--- src/rtl/afe_udma_mc_if.sv ---
`default_nettype none
// ============================================================================
// Module      : afe_udma_mc_if
// Description : Multi-channel AFE readout-to-uDMA bridge. Arbitrates N_CH
//               readout buffers round-robin, fetches one word per grant
//               (IDLE -> SAMPLE) and pushes {channel, address, data} into a
//               FIFO_DEPTH-entry FIFO that feeds the uDMA RX channel.
// Revision    : 1.0 - initial multi-channel release
// ----------------------------------------------------------------------------
// Ports
//   clk_i          in   1          clock
//   rstn_i         in   1          asynchronous reset, active-low
//   ro_valid_i     in   N_CH       channel c buffer holds data
//   ro_buf_ce_o    out  N_CH       buffer read enable, one-hot or zero
//   ro_vtransfer_o out  N_CH       word consumed, one-hot or zero
//   ro_rdata_i     in   N_CH*DW    packed data, channel c at [c*DW +: DW]
//   ro_raddr_i     in   N_CH*AW    packed address, channel c at [c*AW +: AW]
//   udma_shtdwn_i  in   1          uDMA shutdown, blocks new grants
//   udma_ready_i   in   1          uDMA accepts the head word
//   udma_valid_o   out  1          FIFO head valid
//   udma_wdata_o   out  DW         FIFO head data
//   udma_waddr_o   out  AW         FIFO head address
//   udma_ch_o      out  CW         FIFO head channel index
//   busy_o         out  1          FSM not IDLE or FIFO non-empty
// Configuration macro
//   AFE_UDMA_CH_TAG_EN : when defined, the top CW bits of udma_waddr_o carry
//                        the head channel index so each channel owns its own
//                        L2 region. Ports are identical in both builds.
// ============================================================================
module afe_udma_mc_if #(
  parameter int N_CH           = 4,
  parameter int L2_DATA_WIDTH  = 32,
  parameter int L2_AWIDTH_NOAL = 12,
  parameter int FIFO_DEPTH     = 4,
  localparam int CW            = (N_CH > 1) ? $clog2(N_CH) : 1
) (
  input  logic                               clk_i,
  input  logic                               rstn_i,
  input  logic [N_CH-1:0]                    ro_valid_i,
  output logic [N_CH-1:0]                    ro_buf_ce_o,
  output logic [N_CH-1:0]                    ro_vtransfer_o,
  input  logic [N_CH*L2_DATA_WIDTH-1:0]      ro_rdata_i,
  input  logic [N_CH*L2_AWIDTH_NOAL-1:0]     ro_raddr_i,
  input  logic                               udma_shtdwn_i,
  input  logic                               udma_ready_i,
  output logic                               udma_valid_o,
  output logic [L2_DATA_WIDTH-1:0]           udma_wdata_o,
  output logic [L2_AWIDTH_NOAL-1:0]          udma_waddr_o,
  output logic [CW-1:0]                      udma_ch_o,
  output logic                               busy_o
);

  localparam int DW = L2_DATA_WIDTH;
  localparam int AW = L2_AWIDTH_NOAL;
  localparam int PW = $clog2(FIFO_DEPTH);
  localparam logic [PW:0]   FULL_CNT = (PW+1)'(FIFO_DEPTH);
  localparam logic [CW-1:0] LAST_CH  = CW'(N_CH - 1);

  typedef enum logic [0:0] {
    ST_IDLE   = 1'b0,
    ST_SAMPLE = 1'b1
  } state_t;

  // --------------------------------------------------------------------------
  // State
  // --------------------------------------------------------------------------
  state_t                         state_q, state_d;
  logic [CW-1:0]                  grant_ch_q, grant_ch_d;
  logic [CW-1:0]                  rr_ptr_q, rr_ptr_d;

  logic [FIFO_DEPTH-1:0][DW-1:0]  data_mem_q, data_mem_d;
  logic [FIFO_DEPTH-1:0][AW-1:0]  addr_mem_q, addr_mem_d;
  logic [FIFO_DEPTH-1:0][CW-1:0]  ch_mem_q, ch_mem_d;
  logic [PW-1:0]                  wr_ptr_q, wr_ptr_d;
  logic [PW-1:0]                  rd_ptr_q, rd_ptr_d;
  logic [PW:0]                    cnt_q, cnt_d;

  // --------------------------------------------------------------------------
  // Round-robin winner search: first valid channel at or after rr_ptr_q,
  // wrapping. Written with an explicit wrap so non power-of-2 N_CH works.
  // --------------------------------------------------------------------------
  logic          any_valid;
  logic [CW-1:0] win_ch;

  always_comb begin
    any_valid = 1'b0;
    win_ch    = '0;
    for (int i = 0; i < N_CH; i++) begin
      int idx;
      idx = int'(rr_ptr_q) + i;
      if (idx >= N_CH) begin
        idx = idx - N_CH;
      end
      if (!any_valid && ro_valid_i[idx]) begin
        any_valid = 1'b1;
        win_ch    = CW'(idx);
      end
    end
  end

  // rstn_i is folded in so a channel held valid during reset cannot raise a
  // read enable while the bridge is being held in reset.
  logic fifo_full;
  logic grant_ok;

  assign fifo_full = (cnt_q == FULL_CNT);
  assign grant_ok  = rstn_i & any_valid & ~udma_shtdwn_i & ~fifo_full;

  // --------------------------------------------------------------------------
  // FSM next state and buffer-side outputs
  // --------------------------------------------------------------------------
  logic push;

  always_comb begin
    state_d        = state_q;
    grant_ch_d     = grant_ch_q;
    rr_ptr_d       = rr_ptr_q;
    ro_buf_ce_o    = '0;
    ro_vtransfer_o = '0;
    push           = 1'b0;

    unique case (state_q)
      ST_IDLE: begin
        if (grant_ok) begin
          ro_buf_ce_o[win_ch] = 1'b1;
          grant_ch_d          = win_ch;
          rr_ptr_d            = (win_ch == LAST_CH) ? '0 : win_ch + 1'b1;
          state_d             = ST_SAMPLE;
        end
      end
      ST_SAMPLE: begin
        // The space check made at grant time reserves the slot, so this push
        // is unconditional even if the channel dropped valid or shutdown rose.
        ro_buf_ce_o[grant_ch_q]    = 1'b1;
        ro_vtransfer_o[grant_ch_q] = 1'b1;
        push                       = 1'b1;
        state_d                    = ST_IDLE;
      end
      default: begin
        state_d = ST_IDLE;
      end
    endcase
  end

  // --------------------------------------------------------------------------
  // Output FIFO
  // --------------------------------------------------------------------------
  logic pop;

  assign udma_valid_o = (cnt_q != '0);
  assign pop          = udma_valid_o & udma_ready_i;

  always_comb begin
    data_mem_d = data_mem_q;
    addr_mem_d = addr_mem_q;
    ch_mem_d   = ch_mem_q;
    wr_ptr_d   = wr_ptr_q;
    rd_ptr_d   = rd_ptr_q;
    cnt_d      = cnt_q;

    if (push) begin
      data_mem_d[wr_ptr_q] = ro_rdata_i[int'(grant_ch_q)*DW +: DW];
      addr_mem_d[wr_ptr_q] = ro_raddr_i[int'(grant_ch_q)*AW +: AW];
      ch_mem_d[wr_ptr_q]   = grant_ch_q;
      wr_ptr_d             = wr_ptr_q + 1'b1;
    end
    if (pop) begin
      rd_ptr_d = rd_ptr_q + 1'b1;
    end

    unique case ({push, pop})
      2'b10:   cnt_d = cnt_q + 1'b1;
      2'b01:   cnt_d = cnt_q - 1'b1;
      default: cnt_d = cnt_q;
    endcase
  end

  // --------------------------------------------------------------------------
  // Registers
  // --------------------------------------------------------------------------
  always_ff @(posedge clk_i or negedge rstn_i) begin
    if (!rstn_i) begin
      state_q    <= ST_IDLE;
      grant_ch_q <= '0;
      rr_ptr_q   <= '0;
      data_mem_q <= '0;
      addr_mem_q <= '0;
      ch_mem_q   <= '0;
      wr_ptr_q   <= '0;
      rd_ptr_q   <= '0;
      cnt_q      <= '0;
    end else begin
      state_q    <= state_d;
      grant_ch_q <= grant_ch_d;
      rr_ptr_q   <= rr_ptr_d;
      data_mem_q <= data_mem_d;
      addr_mem_q <= addr_mem_d;
      ch_mem_q   <= ch_mem_d;
      wr_ptr_q   <= wr_ptr_d;
      rd_ptr_q   <= rd_ptr_d;
      cnt_q      <= cnt_d;
    end
  end

  // --------------------------------------------------------------------------
  // uDMA-side outputs: the head entry comes straight from storage flops, so
  // there is no combinational path from the readout inputs. Storage is reset
  // to zero, which keeps the head outputs at zero while the FIFO is empty
  // after reset.
  // --------------------------------------------------------------------------
  logic [AW-1:0] head_addr;

  assign head_addr    = addr_mem_q[rd_ptr_q];
  assign udma_wdata_o = data_mem_q[rd_ptr_q];
  assign udma_ch_o    = ch_mem_q[rd_ptr_q];
  assign busy_o       = (state_q != ST_IDLE) | udma_valid_o;

`ifdef AFE_UDMA_CH_TAG_EN
  // Channel index replaces the top address bits; the stored upper bits are
  // intentionally dropped.
  logic unused_addr_bits;
  assign unused_addr_bits = ^head_addr[AW-1 -: CW];
  assign udma_waddr_o     = {udma_ch_o, head_addr[AW-CW-1:0]};
`else
  assign udma_waddr_o     = head_addr;
`endif

endmodule
`default_nettype wire

--- config.mk ---
export PLATFORM = sky130hd
export DESIGN_NAME = afe_udma_mc_if
export DESIGN_NICKNAME = d
export VERILOG_FILES = /design/src/rtl/afe_udma_mc_if.sv
export SDC_FILE = /design/constraint.sdc
export NUM_CORES = 1
export LEC_CHECK = 0
export CAP_MARGIN = 10
export CORE_ASPECT_RATIO = 2
export CORE_UTILIZATION = 54
export DETAILED_ROUTE_END_ITERATION = 7
export GPL_TIMING_DRIVEN = 0
export PLACE_DENSITY = 0.86
export SLEW_MARGIN = 20
export SYNTH_ARGS = -nofsm -noshare
export SYNTH_HDL_FRONTEND = slang
export SYNTH_SLANG_ARGS = --single-unit
--- constraint.sdc ---
create_clock -name clk_i -period 3 [get_ports clk_i]
set_clock_uncertainty 0.15 [all_clocks]
set_input_delay 0.6 -clock clk_i [delete_from_list [all_inputs] [get_ports clk_i]]
set_output_delay 0.6 -clock clk_i [all_outputs]
set_load 0.02 [all_outputs]
---- Word level (Yosys, flattened, before mapping) ----
Cells that the tools add are included.
cells by class
  reduce and logical (&&, ||, !) cells .... 12
  shifts and indexed selects .............. 2
  bitwise gates (word level) .............. 8
  order comparisons ....................... 15
  multiply operators ...................... 1
  equality and inequality tests ........... 4
  $add $sub $neg .......................... 12
  mux-type cells .......................... 51
operator list
  kind                   count
  $mux W32               6
  $bwmux W128            1
  $lt A32 B4 Y1 const B  4
  $shiftx A128 B8 Y32    1
  $bmux W32 S2           1
  $demux W32 S2          1
  $bwmux W48             1
  $shiftx A48 B7 Y12     1
  $bmux W12 S2           1
  $demux W12 S2          1
  $mux W12               2
  $mux W1                16
  $mux W2                7
  $lt A2 B3 Y1 const B   4
  $sub A3 B3 Y4 const B  3
  $ge A3 B3 Y1 const B   3
  $bmux W1 S2            4
  $bwmux W8              1
  $mux W4                2
  $pmux W4 S2            1
  $add A2 B1 Y2 const B  3
  $add A2 B2 Y3 const B  2
  $ge A2 B1 Y1 const B   3
  $logic_and A1 B1 Y1    6
  21 further kinds       30
storage, ports and cells
  output and inout bits ................... 56
  word-level logic and storage cells ...... 123
  flip-flop bits (word level) ............. 196

---- Logic depth before layout (Yosys ltp) ----
Gate-level depths: netlist of run 1.
  depth after elaboration ................. 21
  mapped depth ............................ 8
  mapped depth without buffers ............ 8

---- Worst setup path before layout of run 1 ----
OpenSTA, ideal clock, no wires.
  path kind ............................... input-to-output
  start point ............................. input ro_valid_i[2]
  end point ............................... output ro_buf_ce_o[3]
  data required time ...................... 2250 ps
  setup slack ............................. 523 ps
  arrival time ............................ 1727 ps
  stages .................................. 5
  path through ............................ a22o_1 a221oi_1 and2_1 ha_1 a21o_1
on the way
  word-level cells in the longest chain between the ends .. 19
  elaborated cells on any way between the ends .. 36
  classes of those cells .................. 2 x order compare; 24 x mux; 3 x bitwise; 7 x reduce/logical
ends and longest elaborated chain
  item                                                                line  text
  start: declaration                                                  39    input logic [N_CH-1:0] ro_valid_i,
  $bmux W1 S2                                                         94    if (!any_valid && ro_valid_i[idx]) begin
  $mux W1 (implied by the code) (2 in series)                         94
  $mux W1                                                             94
  $logic_not A1 Y1                                                    94
  $logic_and A1 B1 Y1                                                 94
  $mux W1                                                             94
  $logic_not A1 Y1                                                    94
  $logic_and A1 B1 Y1                                                 94
  [3 not listed]                                                      n/a
  $mux W2 *                                                           94
  net win_ch[0]                                                       83    logic [CW-1:0] win_ch;
  $lt A2 B3 Y1 (implied by the code) or $ge A2 B1 Y1 (tied branches)  125   ro_buf_ce_o[win_ch] = 1'b1;
  $logic_and A1 B1 Y1 (implied by the code)                           125
  $mux W1 (implied by the code)                                       125
  $demux W1 S2 *                                                      125
  $mux W4 *                                                           124   if (grant_ok) begin
  $pmux W4 S2 *                                                       122   unique case (state_q)
  end: declaration                                                    40    output logic [N_CH-1:0] ro_buf_ce_o,
The timed path passes the listed nets; every way through them passes the cells marked *. The select of a mux whose other input is x is not followed.

---- Worst setup path after layout of run 1 ----
  start point ............................. register rd_ptr_q[0]
  end point ............................... output udma_waddr_o[7]
on the way
  word-level cells in the longest chain between the ends .. 2
ends and longest elaborated chain
  item                            line  text
  start: declaration              75    logic [PW-1:0] rd_ptr_q, rd_ptr_d;
  start signal: assignment        200   rd_ptr_q <= rd_ptr_d;
  $bmux W12 S2                    213   assign head_addr = addr_mem_q[rd_ptr_q];
  $mux W12 (implied by the code)  213
  end: declaration                48    output logic [L2_AWIDTH_NOAL-1:0] udma_waddr_o,
Every way passes these cells. The select of a mux whose other input is x is not followed.

==> results of run 1 <==
==> cell type report <==
| class | instances | area (um^2) |
|---|---|---|
| Inverter | 11 | 41.3 |
| Sequential cell | 196 | 4910 |
| Buffer | 38 | 254 |
| Timing Repair Buffer | 246 | 2490 |
| Clock buffer | 20 | 437 |
| Tap cell | 213 | 267 |
| Fill cell | 1101 | 4600 |
| Antenna cell | 2 | 5.00 |
| Clock inverter | 12 | 115 |
| Multi-Input combinational cell | 334 | 4580 |
==> logic make-up after synthesis <==
logic type      count (synthesis)
fa+ha+maj                      10
flops                         196
buf+inv                        50
mux                           277
compound gates                 15
xor+xnor                        6
simple gates                   26
==> power breakdown <==
group          switching (mW)  internal [mW]
clock                    1.04           1.10
combinational            3.43           4.13
sequential              0.736           4.00
total                    5.20           9.24
==> synthesized netlist by cell type, drive strengths merged <==
library cell / number
nand2: 10
ha: 9
nor3b: 1
inv: 11
a21o: 4
fa: 1
mux2: 186
a311oi: 1
nor4: 1
o22ai: 1
a21oi: 4
buf: 31
o21ai: 3
and2: 2
dfrtp: 196
nand2b: 4
nor2: 4
mux2i: 1
or3b: 1
mux4: 90
xor2: 4
and3: 1
clkbuf: 8
a22o: 1
nor3: 1
xnor2: 2
a221oi: 1
or3: 1
==> sequential cells by signal, summed over array words and instances, names as in the netlist <==
name        count
wr_ptr_q        2
grant_ch_q      2
rr_ptr_q        2
rd_ptr_q        2
ch_mem_q        8
state_q         1
cnt_q           3
addr_mem_q     48
data_mem_q    128
==> worst max path at each step <==
stage / depth (start not counted) / slack, ns / to / start
global placement: 5 / -6.53 / ro_buf_ce_o[3] / rstn_i
finish: 3 / 0.06 / udma_waddr_o[7] / rd_ptr_q[0]
global route: 7 / 0.01 / ro_buf_ce_o[2] / ro_valid_i[2]
detailed placement: 5 / -0.72 / ro_buf_ce_o[2] / rstn_i
CTS: 4 / 0.001 / udma_wdata_o[20] / rd_ptr_q[0]
floorplan: 5 / 0.52 / ro_buf_ce_o[3] / ro_valid_i[2]
==> per-layer routing <==
metal	track usage, %	up-vias
met4	10.9	2
li1	-	2756
met3	4.18	44
met5	0	-
met2	51.6	193
met1	28.2	3381
==> cells in the final DEF (no fill, tap or decap), types with 3 or more instances in the layout <==
cell	netlist	final
a21o_1	4	4
a21oi_1	4	3
buf_16	0	3
buf_2	26	19
buf_4	4	13
buf_6	0	4
clkbuf_1	8	8
clkbuf_16	0	17
clkdlybuf4s50_1	0	211
clkinv_4	0	6
dfrtp_1	196	195
dlygate4sd2_1	0	22
ha_1	9	9
inv_1	11	10
inv_8	0	4
mux2_2	184	184
mux4_2	90	90
nand2_1	10	10
nand2b_1	4	4
nor2_1	4	4
o21ai_0	3	3
xor2_1	4	4
==> through the flow <==
step / worst slack (ns) / utilization [%] / hold slack, ns / TNS [ns] / power, mW
after floorplan: 0.523 / - / 0.154 / 0 / 9.50
after global placement: -6.53 / 69.9 / 0.331 / -1213.31 / 12.0
after detailed placement: -0.723 / 70.1 / 0.341 / -3.85 / 12.4
after CTS: 0.00140 / 74.0 / 0.0111 / 0 / 14.5
after global routing: 0.0134 / 74.0 / 0.0116 / 0 / 15.2
final: 0.0565 / 74.0 / 0.0124 / 0 / 14.4
==> what timing repair did <==
action                                 in CTS  in global routing
buffers inserted                            4                  0
setup endpoints to repair                  53                 30
endpoints found under the hold margin      47                  0
hold buffers                                1                  0
pin swaps                                   3                  2
gates cloned                                1                  0
gates resized for setup                    62                  5
==> metrics.md, run 1 <==
| Metric | Value |
|---|---|
| Run status | finished, final reports clean |
| Vias | 6376 |
| Synthesized net count | 774 |
| Worst rel slew slack | 53.0% |
| Row cnt | 69 |
| Vias in the first global route | 7279 |
| Worst-Skew Late Latency | 0.42 ns |
| Post-Syn Area | 0.00971 mm^2 |
| CP Capture Type | primary output |
| Final hold violations | 0 |
| Area delta synth->final | 34.9% |
| CTS tree | yes |
| Largest area contributor in the netlist | dfrtp_1 |
| Placed cells | 1033 |
| Fin crit share | 98.1% |
| Multiplexer share of the synthesized area | 42.6% |
| Detail Placement HPWL | 17600 um |
| CP Launch Type | register |
| Worst-Margin Slew | 0.705 ns |
| Via density | 5.95 |
| CP bufs+invs | 2 |
| Fmax | 0.340 GHz |
| Initial Util | 54.9% |
| Reg-to-Reg End | data_mem_q[64] |
| Clock buffer depth | 2 |
| Slowest stage delay, CP | 0.57 ns |
| # setup viols final | 0 |
| Core Footprint | 0.0177 mm^2 |
| Num CTS Buffers | 17 |
| DRT iter0 DRCs | 187 |
| I/O pins | 240 |
| Worst path cell trace | buf_6, mux4_2, clkdlybuf4s50_1 |
| Post-synth cell types | 31 |
| Ratio of cells with drive above 1 in the final layout | 41.7% |
| Mean Syn Cell Area | 16.7 um^2 |
| Global-route wire length before repair | 37800 um |
| Clk sink count | 196 |
| R2r worst-path depth | 4 |
| Port Buffers | 239 |
| H-tree Lvls | 4 |
| Crit-path max FO | 10 |
| Min cycle time layout | 2.94 ns |
| Max-slew violations | 0 |
| Cell Pwr Density | 1100 mW/mm^2 |
| M1 wire length | 8360 um |
| Residual DRC count | 0 |
| Cells after synthesis | 580 |
| Placed Area | 0.0124 mm^2 |
| Met3 wire len | 771 um |
| Clock slew at reported path FFs | 0.07 ns |
| Gr usage total | 26.6% |
| Synth Area in XOR/XNOR | 0.541% |
| Crit path kind | register to primary output |
| Crit-path leading delay family | buffers and inverters |
| Max Used Layer | met5 |
| Post-route insts no fill | 1072 |
| Static leakage | 5.40 nW |
| WP data arrival | 2.19 ns |
| Die Span Y | 192 um |
| Synth Area in Compound Gates | 1.19% |
| Peak supply drop | 0.674 mV |
| Remaining antenna violation count | 0 |
| Post-synthesis simple-gate area fraction | 1.37% |
| FF-to-FF Start | grant_ch_q[1] |
| Wire length per cell | 22.3 um |
| Die area | 0.0186 mm^2 |
| Die Width | 96.8 um |
| Routability cong. | 0.741 |
| R2R Setup Slk | 0.73 ns |
| Hold Path Class | input pin to asynchronous set/reset pin |
| CP Data Required Time | 2.25 ns |
| Sequential fraction of the synthesis area | 50.5% |
| Nets@finish | 1038 |
| Share of the synthesized area in the top cell type | 50.5% |
| Post-Synth Adder-Cell Area | 1.37% |
| Synth Register Bits | 196 |
| Critical Path Slowest Stage Cell | mux4_2 |
| Router iterations before antenna repair | 4 |
| Root Buffer | clkbuf_16 |
| Met2 routed WL | 14000 um |
| Largest net degree at the start of global routing | 101 |
| Synth warn | 0 |
| Largest family of logic cells by synthesized area | multiplexers |
| Final Instance Area | 0.0131 mm^2 |
| Initial antenna violation count | 1 |
| Top cells by area, synth | dfrtp_1, mux2_2, mux4_2, buf_2, ha_1 |
| Gr ovfl total | 0 |
| Maxcap violations | 0 |
| Final wirelength | 23900 um |
| Unrepaired setup endpoints after global routing | false |
Note: power is estimated with default switching activity, not from simulation.
==> run 2, diff against run 1 <==
--- a/config.mk
+++ b/config.mk
@@ -11,6 +11,7 @@
 export DETAILED_ROUTE_END_ITERATION = 7
 export GPL_TIMING_DRIVEN = 0
 export PLACE_DENSITY = 0.86
+export SETUP_SLACK_MARGIN = 0.5
 export SLEW_MARGIN = 20
 export SYNTH_ARGS = -nofsm -noshare
 export SYNTH_HDL_FRONTEND = slang
==> metrics.md, run 2 (synthesis gave the netlist of run 1 again) <==
| Metric | Value |
|---|---|
| Total power | 15.7 mW (was 14.4 mW) |
| Sw Share | 35.8% (was 36.0%) |
| Core Footprint | 0.0177 mm^2 (unchanged) |
| Nets@finish | 1067 (was 1038) |
| Sequential Power Share | 30.4% (was 32.8%) |
| H-tree Lvls | 4 (unchanged) |
| Crit-path max FO | 3 (was 10) |
| Crit-path leading delay family | compound AO/OA/AOI/OAI gates (was buffers and inverters) |
| Peak supply drop | 0.613 mV (was 0.674 mV) |
| WP data arrival | 2.11 ns (was 2.19 ns) |
| Most frequent cells in the layout | dfrtp_1, mux2_2, clkdlybuf4s50_1 (was clkdlybuf4s50_1, dfrtp_1, mux2_2) |
| Worst path cell trace | inv_2, a22o_1, a221oi_2, buf_4, and2_4, ha_4, a21o_1, buf_6 (was buf_6, mux4_2, clkdlybuf4s50_1) |
| Num CTS Buffers | 17 (unchanged) |
| Clock slew at reported path FFs | 0.07 ns (about the same) |
| Initial Util | 54.9% (unchanged) |
| Final wirelength | 25300 um (was 23900 um) |
| Hold Path Class | input pin to asynchronous set/reset pin (unchanged) |
| Maxcap violations | 0 (unchanged) |
| Cell Pwr Density | 1150 mW/mm^2 (was 1100 mW/mm^2) |
| I/O pins | 240 (unchanged) |
| CP Data Required Time | 2.25 ns (about the same) |
| Final hold violations | 0 (unchanged) |
| Largest net degree at the start of global routing | 101 (unchanged) |
| Port Buffers | 239 (unchanged) |
| Setup TNS | 0 ns (unchanged) |
| Die area | 0.0186 mm^2 (unchanged) |
| Row cnt | 69 (unchanged) |
| Gr usage total | 27.9% (was 26.6%) |
| Die Span Y | 192 um (unchanged) |
| Min cycle time layout | 2.86 ns (was 2.94 ns) |
| Initial antenna violation count | 0 (was 1) |
| Global-route wire length before repair | 39400 um (was 37800 um) |
| CP Launch Point | rr_ptr_q[0] (was rd_ptr_q[0]) |
| Die Width | 96.8 um (unchanged) |
| Fillers | 1007 (was 1101) |
| Static leakage | 5.68 nW (was 5.40 nW) |
| Vias | 6575 (was 6376) |
| Run status | finished, final reports clean (unchanged) |
| Max FFs per register | 128 (unchanged) |
| Top reg by flops | data_mem_q (unchanged) |
| Logic pwr share | 56.0% (was 52.4%) |
| Crit path kind | register to primary output (unchanged) |
| Gr ovfl total | 0 (unchanged) |
| Diode count | 0 (was 2) |
| Fin crit share | 95.5% (was 98.1%) |
| Commonest non-fill, non-tap cell in the layout | dfrtp_1 (was clkdlybuf4s50_1) |
| Wire length per cell | 23.0 um (was 22.3 um) |
| Worst rel slew slack | 54.3% (was 53.0%) |
| Worst-Skew Late Latency | 0.43 ns (was 0.42 ns) |
| Final Instance Area | 0.0136 mm^2 (was 0.0131 mm^2) |
| Switching power | 5.61 mW (was 5.20 mW) |
| Max-slew violations | 0 (unchanged) |
| Fmax | 0.349 GHz (was 0.340 GHz) |
| Via density | 5.98 (was 5.95) |
| Root Buffer | clkbuf_16 (unchanged) |
| Router iterations before antenna repair | 6 (was 4) |
| Residual DRC count | 0 (unchanged) |
| Internal Power | 10.1 mW (was 9.24 mW) |
| CP Capture Type | primary output (unchanged) |
| Clk network pwr share | 13.6% (was 14.8%) |
| DRT iter0 DRCs | 259 (was 187) |
| Placed Area | 0.0124 mm^2 (unchanged) |
| CP Launch Type | register (unchanged) |
| Remaining antenna violation count | 0 (unchanged) |
| Detail Placement HPWL | 17600 um (unchanged) |
| Vias in the first global route | 7488 (was 7279) |
| FF-to-FF Start | wr_ptr_q[0] (was grant_ch_q[1]) |
| Worst-Margin Slew | 0.686 ns (was 0.705 ns) |
| Unrepaired setup endpoints after global routing | true (was false) |
| # setup viols final | 0 (unchanged) |
| CTS tree | yes (unchanged) |
| Clk sink count | 196 (unchanged) |
| Layout Utilization | 77.0% (was 74.0%) |
| CP bufs+invs | 3 (was 2) |
| Slowest stage delay, CP | 0.39 ns (was 0.57 ns) |
| Routability cong. | 0.741 (unchanged) |
| Critical Path Slowest Stage Cell | dfrtp_1 (was mux4_2) |
| Clock buffer depth | 2 (unchanged) |
| Area delta synth->final | 40.3% (was 34.9%) |
| Ratio of cells with drive above 1 in the final layout | 50.5% (was 41.7%) |
| Regs by FF count | data_mem_q: 128 flops, addr_mem_q: 48 flops, ch_mem_q: 8 flops (unchanged) |
-- run 2: final timing paths --
| check | end | slack [ns] | cells after the start |
|---|---|---|---|
| max | ro_buf_ce_o[3] | 0.14 | 8 |
| min | data_mem_q[86] | 0.005 | 2 |
| max reg2reg | data_mem_q[25] | 0.81 | 5 |
| min reg2reg | addr_mem_q[26] | 0.35 | 1 |
| max in group asynchronous | addr_mem_q[18] | 2.21 | 2 |
| min in group clk_i | addr_mem_q[26] | 0.35 | 1 |
-- run 2: stage by stage --
stage / worst slack (ns) / std cells / hold WS [ns]
global route: 0.0508 / 1099 / 0.00867
detailed placement: -0.723 / 1033 / 0.341
finish: 0.136 / 1099 / 0.00492
CTS: 0.224 / 1088 / 0.0111
global placement: -6.53 / 1032 / 0.331
floorplan: 0.523 / 580 / 0.154
-- run 2: timing repair --
action	in CTS	in global routing
cloned	3	1
setup endpoints to repair	56	52
resized for setup	337	56
hold buffers	1	0
setup buffers	19	10
hold endpoints to repair	47	0
pin swaps	11	4
-- run 2: worst register-to-register path, delay by kind of cell (launching register included) --
family / cells / cell delay [ns]
adders and majority gates: 1 / 0.20
buffers and inverters: 2 / 0.50
DFF: 1 / 0.43
muxes: 1 / 0.39
and+or+nand+nor: 1 / 0.40
-- run 2: layout make-up --
class	count	area, um^2	area share [%]
timing repair buffer	274	2930	21.5
multi-input combinational	334	4630	34.0
buffer	39	308	2.26
sequential	196	4910	36.0
tap	213	267	1.96
inverter	11	41.3	0.303
clock buffer	20	437	3.21
clock inverter	12	115	0.845
-- run 2: layer usage --
layer / track usage (%) / wire, um / up-vias
met1: 29.4 / 8600 / 3484
li1: - / - / 2822
met2: 54.0 / 15000 / 207
met5: 0 / 0 / -
met4: 12.8 / 938 / 0
met3: 4.15 / 805 / 62
-- run 2: power by group through the flow --
stage          Sequential, mW  Clock (mW)  Combinational [mW]
6_report                 4.76        2.14                8.77
5_1_grt                  4.91        2.27                9.25
4_1_cts                  4.72        2.15                8.24
3_5_place_dp             4.76           0                7.67
3_3_place_gp             4.56           0                7.39
2_1_floorplan            4.45           0                5.05
==> run 3, diff against run 2 <==
--- a/config.mk
+++ b/config.mk
@@ -8,6 +8,7 @@
 export CAP_MARGIN = 10
 export CORE_ASPECT_RATIO = 2
 export CORE_UTILIZATION = 54
+export CTS_CLUSTER_SIZE = 24
 export DETAILED_ROUTE_END_ITERATION = 7
 export GPL_TIMING_DRIVEN = 0
 export PLACE_DENSITY = 0.86
==> results of run 3 <==
The final DEF is identical to that of run 2; final timing and power are the same.
